--- src/rtl/mem_stage.sv ---
// rtl/mem_stage.sv - memory-access pipeline stage between execute and write-back
//
// Ports:
//   clk, resetn        pipeline clock (rising edge), asynchronous active-low reset
//   es_to_ms_valid     execute holds a valid instruction
//   es_to_ms_bus[74:0] {ld_type[2:0], res_from_mem, mem_req, gr_we, dest[4:0], alu_result[31:0], pc[31:0]}
//   ms_allowin         stage can accept a new instruction this cycle
//   ws_allowin         write-back can accept
//   ms_to_ws_valid     payload valid toward write-back
//   ms_to_ws_bus[69:0] {gr_we, dest[4:0], final_result[31:0], pc[31:0]}
//   ms_fwd_blk_bus[38:0] {rf_wen, rf_dest[4:0], blk, fwd_data[31:0]} toward decode
//   data_sram_data_ok  one-cycle response strobe from data SRAM
//   data_sram_rdata    read data, valid while data_ok is high

module mem_stage (
    input  logic        clk,
    input  logic        resetn,
    input  logic        es_to_ms_valid,
    input  logic [74:0] es_to_ms_bus,
    output logic        ms_allowin,
    input  logic        ws_allowin,
    output logic        ms_to_ws_valid,
    output logic [69:0] ms_to_ws_bus,
    output logic [38:0] ms_fwd_blk_bus,
    input  logic        data_sram_data_ok,
    input  logic [31:0] data_sram_rdata
);

    localparam logic [2:0] LD_W  = 3'd0;
    localparam logic [2:0] LD_B  = 3'd1;
    localparam logic [2:0] LD_BU = 3'd2;
    localparam logic [2:0] LD_H  = 3'd3;
    localparam logic [2:0] LD_HU = 3'd4;

    logic        ms_valid;
    logic [74:0] bus_r;
    logic        resp_got;
    logic [31:0] rdata_buf;

    logic [2:0]  ld_type;
    logic        res_from_mem;
    logic        mem_req;
    logic        gr_we;
    logic [4:0]  dest;
    logic [31:0] alu_result;
    logic [31:0] pc;

    assign ld_type      = bus_r[74:72];
    assign res_from_mem = bus_r[71];
    assign mem_req      = bus_r[70];
    assign gr_we        = bus_r[69];
    assign dest         = bus_r[68:64];
    assign alu_result   = bus_r[63:32];
    assign pc           = bus_r[31:0];

    logic ms_ready_go;
    logic resp_accept;
    logic latch_new;

    assign ms_ready_go    = !mem_req || resp_got || data_sram_data_ok;
    assign ms_allowin     = !ms_valid || (ms_ready_go && ws_allowin);
    assign ms_to_ws_valid = ms_valid && ms_ready_go;
    assign latch_new      = es_to_ms_valid && ms_allowin;
    // Only the first response for the resident instruction counts; strays are dropped.
    assign resp_accept    = ms_valid && mem_req && !resp_got && data_sram_data_ok;

    // Once captured, the buffer overrides the live bus so the output stays stable under stall.
    logic [31:0] mem_word;
    logic [1:0]  off;
    logic [7:0]  byte_sel;
    logic [15:0] half_sel;
    logic [31:0] extracted;
    logic [31:0] final_result;

    assign mem_word = resp_got ? rdata_buf : data_sram_rdata;
    assign off      = alu_result[1:0];
    assign half_sel = off[1] ? mem_word[31:16] : mem_word[15:0];

    always_comb begin
        byte_sel = mem_word[7:0];
        case (off)
            2'd0: byte_sel = mem_word[7:0];
            2'd1: byte_sel = mem_word[15:8];
            2'd2: byte_sel = mem_word[23:16];
            2'd3: byte_sel = mem_word[31:24];
            default: byte_sel = mem_word[7:0];
        endcase
    end

    always_comb begin
        extracted = mem_word;
        case (ld_type)
            LD_W:  extracted = mem_word;
            LD_B:  extracted = {{24{byte_sel[7]}}, byte_sel};
            LD_BU: extracted = {24'd0, byte_sel};
            LD_H:  extracted = {{16{half_sel[15]}}, half_sel};
            LD_HU: extracted = {16'd0, half_sel};
            default: extracted = mem_word;
        endcase
    end

    assign final_result = res_from_mem ? extracted : alu_result;

    assign ms_to_ws_bus = {gr_we, dest, final_result, pc};

    logic rf_wen;
    logic blk;

    assign rf_wen = ms_valid && gr_we;
    assign blk    = ms_valid && gr_we && res_from_mem && !ms_ready_go;
    assign ms_fwd_blk_bus = {rf_wen, dest, blk, final_result};

    always_ff @(posedge clk or negedge resetn) begin
        if (!resetn) begin
            ms_valid  <= 1'b0;
            bus_r     <= '0;
            resp_got  <= 1'b0;
            rdata_buf <= '0;
        end else begin
            if (ms_allowin) begin
                ms_valid <= es_to_ms_valid;
            end
            if (latch_new) begin
                bus_r    <= es_to_ms_bus;
                resp_got <= 1'b0;
            end else if (resp_accept && !ws_allowin) begin
                // Response arrived but write-back is stalled: hold it until we can leave.
                resp_got  <= 1'b1;
                rdata_buf <= data_sram_rdata;
            end
        end
    end

endmodule
--- config.mk ---
export PLATFORM = sky130hd
export DESIGN_NAME = mem_stage
export DESIGN_NICKNAME = d
export VERILOG_FILES = /design/src/rtl/mem_stage.sv
export SDC_FILE = /design/constraint.sdc
export NUM_CORES = 1
export LEC_CHECK = 0
export BUFFER_PORTS_ARGS = -buffer_cell sky130_fd_sc_hd__buf_2
export CORE_ASPECT_RATIO = 0.8
export CORE_MARGIN = 2
export CORE_UTILIZATION = 51
export CTS_CLUSTER_DIAMETER = 30
export CTS_CLUSTER_SIZE = 14
export DETAILED_ROUTE_END_ITERATION = 8
export PLACE_DENSITY = 0.82
export SLEW_MARGIN = 20
export SYNTH_ARGS = -nofsm -noshare
export SYNTH_HDL_FRONTEND = slang
export SYNTH_SLANG_ARGS = --single-unit
--- constraint.sdc ---
create_clock -name clk -period 3.85 [get_ports clk]
set_clock_uncertainty 0.1 [all_clocks]
set_input_delay 0.77 -clock clk [delete_from_list [all_inputs] [get_ports clk]]
set_output_delay 0.77 -clock clk [all_outputs]
set_load 0.05 [all_outputs]
==> summary.md <==
The floorplan has 36 rows. In this run the remaining antenna-violating nets after routing total 0. Including well taps, the total number of placed cells is 805.

After synthesis the netlist holds a flip-flop and latch count of 109. The floorplan step set the die height to 103.0 um. Cells with a size suffix above 1 make up 56.20% of the layout. The via count normalized by instance count was 5.658. After clock tree synthesis, the clock-pin slew on the worst setup and hold paths is 0.07 ns. The congestion estimate from routability-driven global placement came to 0.8947. Prior to clock tree synthesis, the placed netlist has a worst setup slack of 0.2511 ns.

The logs give 77 for the largest net degree at the start of global routing and 0 for the overflow left after global routing. Global routing used 23.52% of the available tracks. The run gives 0 as the final setup violation count. The clock latency reported for the late side of the worst-skew pair was 0.34 ns; the largest driver fanout on the critical path was 16. Once the clock tree was built, the resizer swapped 0 gates to a different size.

The run finished with clean final reports. The number of hold buffers added after cts is 0, and the final routed DRC violation total is 0. The peak supply drop is 0.5453 mV. Summed over all cells, the static leakage comes to 3.395 nW. During synthesis, Yosys emitted a total of 0 warnings. The cell area after layout is 0.007254 sq mm, and the detailed-route wire length per cell is 19.41 um. The tree is rooted in a clkbuf_16.

The most frequent cell on the critical path was buf_2. The critical path is of the in -> out type. The clock tree synthesis step divided the H-tree into 3 levels. The run gives 0 ns as the final-layout setup total negative slack. The cell type with the highest aggregate area in the netlist was dfrtp_1.

Worst min-delay path class: reg -> reg. For this run, the share of the core covered by cells in the final layout is 60.10%. 0 antenna diodes ended up in the layout. For the gate count of the mapped netlist, the log shows 535.

The cell area after synthesis was 0.006243 sq mm. The slew at the pin with the worst max-slew slack came out at 1.025 ns. The number of antenna violations at the first check in global routing came out at 1.

Counting every net in the synthesized netlist gives 647. In this run the standard cell core region covers 0.01207 sq mm. For this design the top-level I/O count stands at 223.

The number of flops mapped to enable cells by yosys is 0, and the final critical-path required period is 3.610 ns. The achievable clock frequency was 0.2770 GHz; the initial standard-cell utilization of the core was 51.72%. The max-capacitance violation count is 0. Worst-path cell with the longest stage delay: a221o_2.

The number of clock buffers added by TritonCTS is 9. TritonCTS built the clock tree. The largest incremental delay on the critical path is 0.55 ns.

Relative to the synthesized area, the layout overhead comes to 16.19%. The sequential share of the synthesized area is 43.69%. The buffer levels on the longest clock path is 2, and the worst setup slack after layout is 0.2399 ns.

The first detailed-routing pass took 5 iterations. The number of max-slew violations in the final report was 0. The number of non-filler instances in the completed layout is 821, and the fraction of registers with async set or reset after synthesis is 100.0%.

The signal on the critical path passes through buf_2 > mux4_1 > mux2_2 > a221o_2 > o22a_1 > buf_2. The number of setup buffers added after CTS is 0. STA classifies the critical path startpoint as a primary input. The tools report the number of unique standard cell types used by synthesis as 43. The total wire length after detailed routing was 15.93 mm; the sink count of the clock tree was 109. At the worst endpoint, the required time is 2.98 ns. In the finished design, the share of the clock period the worst path needs comes to 93.77%. Setup repair after global routing left no endpoint under its margin.

The total placed instance area was 0.006895 sq mm; the share of the synthesized area in the top cell type was 43.69%. Once detailed placement completed, the half-perimeter wirelength came to 11.93 mm. Most frequently used flop master after synthesis: dfrtp_1. The power per cell area was 850.1 mW/mm^2; the via count was 4645.

For the total count of hold-check failures in the final report, the log shows 0. The worst pin sits at a relative slew slack of 31.65%. The first global-routing pass estimated 23.76 mm of wire. The via count of the first global-routing pass came out at 4484. Yosys attributes the largest share of cell area to dfrtp_1, mux2_2, buf_4. The run gives 2.74 ns as the arrival time at the worst endpoint. The type of destination of the critical path was an output pin. The detailed router's first-iteration violation count is 231, and the number of input and output port buffers inserted is 222. Measured along the x axis, the die boundary spans 127.7 um. The die covers 0.01315 sq mm. After synthesis, the mean cell area works out to 11.67 sq um. At the end of the flow, the number of nets in the layout was 776.
routing by layer:
layer / routed length, um / vias to the layer above / global-route usage, %
met5: 0 / - / 0
met4: 281 / 0 / 6.171
met3: 1143 / 17 / 5.605
met2: 7840 / 197 / 39.78
met1: 6667 / 2328 / 30.86
li1: - / 2103 / -
synthesized netlist by cell type (2+ instances only):
| library cell | number |
|---|---|
| mux2_2 | 112 |
| dfrtp_1 | 109 |
| buf_4 | 77 |
| nor2_1 | 31 |
| mux2i_1 | 29 |
| nand2_1 | 22 |
| a31oi_1 | 21 |
| clkbuf_1 | 18 |
| o22a_1 | 16 |
| buf_2 | 13 |
| mux4_2 | 12 |
| a21oi_1 | 8 |
| o21ai_0 | 8 |
| and3_1 | 6 |
| inv_1 | 5 |
| nand3_1 | 5 |
| a2bb2oi_1 | 4 |
| buf_1 | 4 |
| and2_1 | 3 |
| buf_6 | 2 |
| nor2b_1 | 2 |
| nor3b_1 | 2 |
| o221ai_1 | 2 |
| o22ai_1 | 2 |
| o2bb2ai_1 | 2 |
| o311a_1 | 2 |
| or3_1 | 2 |
path summary, 6_finish.rpt:
path                                      from                to  slack [ns]  cells past startpoint
max                        data_sram_rdata[15]  ms_to_ws_bus[60]        0.24                      6
min                                  bus_r[15]         bus_r[15]        0.40                      1
min in group asynchronous               resetn          bus_r[3]        0.45                      1
max reg2reg                           resp_got          bus_r[6]        1.06                      5
min reg2reg                          bus_r[15]         bus_r[15]        0.40                      1
max in group asynchronous               resetn         bus_r[59]        2.47                      2
state kept, by name, indices dropped and copies added (netlist names):
name,count
bus_r,75
rdata_buf,32
ms_valid,1
resp_got,1
stage by stage:
step / hold slack, ns / power, mW
after floorplan: 0.3736 / 4.661
after global placement: 0.3817 / 5.014
after detailed placement: 0.3904 / 5.096
after CTS: 0.4062 / 6.191
after global routing: 0.4217 / 6.456
final: 0.4017 / 6.167
where the power goes:
part | switching (mW) | internal, mW
clock | 0.414 | 0.673
combinational | 2.36 | 0.987
sequential | 0.237 | 1.50
placed cells by master (no fill, tap or decap), types with 2 or more instances in the layout:
cell type  instances
mux4_2            12
nor2b_1            2
a2bb2oi_1          4
mux2i_1           29
bufinv_16          3
nand2_1           21
clkbuf_16          9
nor3b_1            2
o22ai_1            2
inv_1              5
o22a_1            16
nor2_1            31
a31oi_1           21
buf_4             10
a21oi_1            8
o21ai_0            8
and2_1             3
mux2_2           112
and3_1             6
nand3_1            5
o311a_1            2
dfrtp_1          108
o221ai_1           2
or3_1              2
clkbuf_8           2
o2bb2ai_1          2
buf_2            221
critical path: cells and delay by family:
kind	cells	cell delay [ns]
muxes	2	0.80
buffers and inverters	2	0.34
AOI/OAI and AO/OA	2	0.83
layout make-up:
type	count	area, sq um
Clock buffer	11	252.7
Clock inverter	5	106.4
Fill cell	988	4817
Inverter	5	18.77
Multi-Input combinational cell	307	2756
Sequential cell	109	2729
Tap cell	152	190.2
Timing Repair Buffer	232	1201
cells by family after synthesis:
group,synth area share (%)
AO/OA/AOI/OAI,8.377
XOR/XNOR,0.1403
adder cells (fa/ha/maj),0.1603
buffers and inverters,12.28
flip-flops,43.69
multiplexers,29.60
AND/OR/NAND/NOR,5.752
Note: power is estimated with default switching activity, not from simulation.
